==> config.mk <==
export PLATFORM = sky130hd
export DESIGN_NAME = register_file
export DESIGN_NICKNAME = d
export VERILOG_FILES = /design/src/rtl/register_file.sv
export SDC_FILE = /design/constraint.sdc
export NUM_CORES = 2
export LEC_CHECK = 0
export ABC_AREA = 1
export CORE_ASPECT_RATIO = 0.8
export CORE_MARGIN = 2
export CORE_UTILIZATION = 45
export DETAILED_ROUTE_END_ITERATION = 8
export MAX_ROUTING_LAYER = met4
export PLACE_DENSITY = 0.64
export REMOVE_ABC_BUFFERS = 1
export SKIP_CTS_REPAIR_TIMING = 1
export SKIP_LAST_GASP = 1
export SLEW_MARGIN = 20
export SYNTH_ARGS = -nofsm -noshare
export SYNTH_HDL_FRONTEND = slang
export SYNTH_SLANG_ARGS = --single-unit
==> constraint.sdc <==
create_clock -name i_clk -period 2.9 [get_ports i_clk]
set_input_delay 0.58 -clock i_clk [delete_from_list [all_inputs] [get_ports i_clk]]
set_output_delay 0.58 -clock i_clk [all_outputs]
set_load 0.02 [all_outputs]
==> src/rtl/register_file.sv <==
// RV32 general-purpose register file: one write port, two asynchronous read ports, x0 hardwired to zero.
// WRITE_FIRST=1 adds a same-cycle write-through bypass for single-cycle datapaths.
module register_file #(
  parameter int N           = 32,
  parameter int N_REGS      = 32,
  parameter bit WRITE_FIRST = 1'b0
) (
  input  logic         i_clk,
  input  logic         i_rst,
  input  logic         i_wr_ena,
  input  logic [4:0]   i_wr_addr,
  input  logic [N-1:0] i_wr_data,
  input  logic [4:0]   i_rd_addr0,
  output logic [N-1:0] o_rd_data0,
  input  logic [4:0]   i_rd_addr1,
  output logic [N-1:0] o_rd_data1
);

  logic [N-1:0] r_regs [N_REGS];
  logic         w_wrValid;
  logic [4:0]   w_rdAddr [2];
  logic [N-1:0] w_rdData [2];

  // Writes to x0 or to addresses beyond the implemented registers are dropped.
  assign w_wrValid = i_wr_ena && (i_wr_addr != 5'd0) && (int'(i_wr_addr) < N_REGS);

  always_ff @(posedge i_clk) begin
    if (i_rst) begin
      for (int i = 0; i < N_REGS; i++) begin
        r_regs[i] <= '0;
      end
    end else if (w_wrValid) begin
      r_regs[i_wr_addr] <= i_wr_data;
    end
  end

  assign w_rdAddr[0] = i_rd_addr0;
  assign w_rdAddr[1] = i_rd_addr1;

  // The bypass reuses w_wrValid, so it never forwards to x0 and is masked while reset is asserted.
  for (genvar p = 0; p < 2; p++) begin : g_rdPort
    always_comb begin
      w_rdData[p] = '0;
      if ((w_rdAddr[p] != 5'd0) && (int'(w_rdAddr[p]) < N_REGS)) begin
        if (WRITE_FIRST && !i_rst && w_wrValid && (w_rdAddr[p] == i_wr_addr)) begin
          w_rdData[p] = i_wr_data;
        end else begin
          w_rdData[p] = r_regs[w_rdAddr[p]];
        end
      end
    end
  end

  assign o_rd_data0 = w_rdData[0];
  assign o_rd_data1 = w_rdData[1];

endmodule

==> results.sh <==
export IMPL_synth_simple_area_share_pct=34.5
export IMPL_cts_made_buffers=109
export IMPL_path_buf_inv=7
export IMPL_antenna_found_initial=1
export IMPL_first_pass_iters=7
export IMPL_period_needed_ns=3.17
export IMPL_status="finished, violations left"
export IMPL_max_freq_mhz=315
export IMPL_tightest_slew_ns=0.722
export IMPL_synth_seq_cells=1024
export IMPL_viasPerCell=6.09
export IMPL_synth_top_cell_area_share_pct=54.3
export IMPL_vias=57800
export IMPL_grt_overflow=0
export IMPL_crit_path_top_delay_cell="nor2_2"
export IMPL_p_int_w=0.0276
export IMPL_syn2layout_area_growth_pct=28.1
export IMPL_critPathLaunchType="input port"
export IMPL_die_h_um=321
export IMPL_synthMuxAreaShare_pct=0
export IMPL_cts_sinks=1024
export IMPL_seq_area_sq_um=30700
export IMPL_final_max_slew_viol_count=0
export IMPL_ant_nets=0
export IMPL_synth_top_area_cell="edfxtp_1"
export IMPL_seqPwrFrac_pct=45.1
export IMPL_cp_cell_sequence="buf_16 > buf_4 > buf_8 > buf_4 > clkbuf_16 > nand2_1 > nand3_1 > nand3_1 > nand2_1 > nand2_1 > nand3_1 > nand2_1 > nor2_2 > buf_4 > clkbuf_2"
export IMPL_grtUsageTotal_pct=37.3
export IMPL_synth_area_per_cell_sq_um=7.80
export IMPL_hold_path_class="in2reg"
export IMPL_routed_wirelength_um=254000
export IMPL_synth_xor_area_share_pct=0
export IMPL_core_area_sq_um=125000
export IMPL_violations="negative setup slack"
export IMPL_worst_slack_ns=-0.272
export IMPL_max_slew_margin_pct=51.9
export IMPL_grt_max_degree=53
export IMPL_dieArea_sq_um=129000
export IMPL_crit_type="in2out"
export IMPL_nFillCells=10900
export IMPL_crit_path_max_fanout=17
export IMPL_htree_levels=3
export IMPL_vdd_ir_drop_max_mv=0.567
export IMPL_synth_edf_count=1024
export IMPL_async_reset_ff_share_pct=0
export IMPL_min_period_over_period_pct=109
export IMPL_drive_above_1_share_pct=18.0
export IMPL_largestRegisters="r_regs (1024)"
export IMPL_final_nets=7792
export IMPL_arrival_ns=2.59
export IMPL_p_per_area_nw_per_um2=538
export IMPL_gp_congestion=0.986
export IMPL_max_stage_delay_ns=0.21
export IMPL_synth_compound_area_share_pct=5.22
export IMPL_largest_reg_flops=1024
export IMPL_start_util_pct=45.3
export IMPL_tns_ns=-3.13
export IMPL_port_buffers=113
export IMPL_first_global_vias=51100
export IMPL_rsz0062_at_grt="yes"
export IMPL_cp_required_ns=2.32
export IMPL_hpwl_um=154000
export IMPL_clockPowerShare_pct=36.6
export IMPL_grt_pass1_wl_um=344000
export IMPL_finalNonFillerCells=9484
export IMPL_root_buffer="clkbuf_16"
export IMPL_yosys_warnings=0
export IMPL_largest_register="r_regs"
export IMPL_rows=116
export IMPL_end_kind="output port"
export IMPL_synth_top_family_by_area="simple AND/OR/NAND/NOR gates"
export IMPL_crit_path_frequent_cell="nand2_1"
export IMPL_comb_power_share_pct=18.2
export IMPL_cp_top_family="buffers and inverters"
export IMPL_maxCapViolCount=0
export IMPL_syn_cell_area_sq_um=56600
export IMPL_die_w_um=400
export IMPL_setup_viol=41
export IMPL_clockBufferDepth=3
export IMPL_dpl_cell_count=9092
export IMPL_total_leakage_power_nw=30.6
export IMPL_tritoncts="yes"
export IMPL_synthAdderAreaFrac_pct=0
export IMPL_switchingPower_w=0.0113
export IMPL_wire_per_inst_um=26.7
export IMPL_drc=0
export IMPL_multi_input_area_sq_um=23900
export IMPL_synth_cells=7255
export IMPL_synth_cell_types=19
export IMPL_yosys_most_used_dff="edfxtp_1"
export IMPL_synth_common_cells="nand2_1 (2084), nor2_1 (1790), edfxtp_1 (1024)"
export IMPL_drt_iter0_drc=10400
export IMPL_switching_share_pct=29.1
export IMPL_yosysMostFrequentCell="nand2_1"
export IMPL_synthTopCellsByArea="edfxtp_1 (54%), nand2_1 (14%), nor2_1 (12%)"
export IMPL_clk_pin_slew_ns=0.06
export IMPL_hold_viol=0
export IMPL_io_pins=114
export IMPL_ys_seq_area_share_pct=54.3
==> placed cells by master (no fill, tap or decap), types with 28 or more instances in the layout <==
| master | n |
|---|---|
| o21ai_0 | 359 |
| buf_6 | 63 |
| clkdlybuf4s50_1 | 38 |
| nor2_2 | 70 |
| buf_4 | 550 |
| buf_12 | 188 |
| clkbuf_16 | 163 |
| nand3_2 | 28 |
| nor2_4 | 44 |
| nor2_1 | 1676 |
| buf_8 | 29 |
| o21ai_1 | 71 |
| conb_1 | 32 |
| nand3_1 | 952 |
| edfxtp_1 | 1024 |
| nand2_1 | 1935 |
| inv_1 | 146 |
| nand2_2 | 127 |
| a21oi_1 | 108 |
==> final cells by class <==
type,count,share of cell area (%)
well taps,1652,2.85
clock buffers,132,3.91
repair buffers,971,16.0
repair inverters,2,0.0311
flip-flops and latches,1024,42.4
diodes,1,0.00345
clock inverters,68,0.934
multi-input cells,5478,32.9
inverters,156,0.949
==> logic make-up (layout without fill, tap and decap cells) <==
| family | after synthesis | after routing |
|---|---|---|
| simple gates | 4867 | 4867 |
| flops | 1024 | 1024 |
| buf+inv | 784 | 1329 |
| compound gates | 579 | 579 |
| other cells | 1 | 33 |
==> power by group through the flow <==
stage	Clock, W	Combinational, W	Sequential, W
after floorplan	0	0.00274	0.0177
after global placement	0	0.00596	0.0178
after detailed placement	0	0.00601	0.0178
after CTS	0.0143	0.00604	0.0175
after global routing	0.0148	0.00743	0.0177
final	0.0143	0.00711	0.0176
==> metrics by stage <==
stage	hold slack (ns)	total power [W]	worst slack (ns)	cell area [sq um]	utilization, %
2_1_floorplan	0.692	0.0204	-4.53	53900	-
3_3_place_gp	1.31	0.0238	-0.611	64600	51.7
3_5_place_dp	1.31	0.0239	-0.599	64600	51.7
4_1_cts	0.523	0.0379	-0.608	68100	54.5
5_1_grt	0.553	0.0399	-0.256	72500	58.0
6_report	0.538	0.0390	-0.272	72500	58.0
==> metal layers <==
metal	track usage, %	wire, um	vias up
met5	-	0	-
li1	-	-	24800
met1	50.5	93600	27100
met2	53.0	106000	4965
met4	18.2	15800	0
met3	8.30	38100	926
==> path summary, 6_finish.rpt <==
| kind | startpoint | end | slack [ns] | cells after the start |
|---|---|---|---|---|
| worst max-delay path | i_rd_addr1[0] | o_rd_data1[16] | -0.27 | 15 |
| worst min-delay path | i_rst | r_regs[0][21] | 0.54 | 2 |
Note: power is estimated with default switching activity, not from simulation.
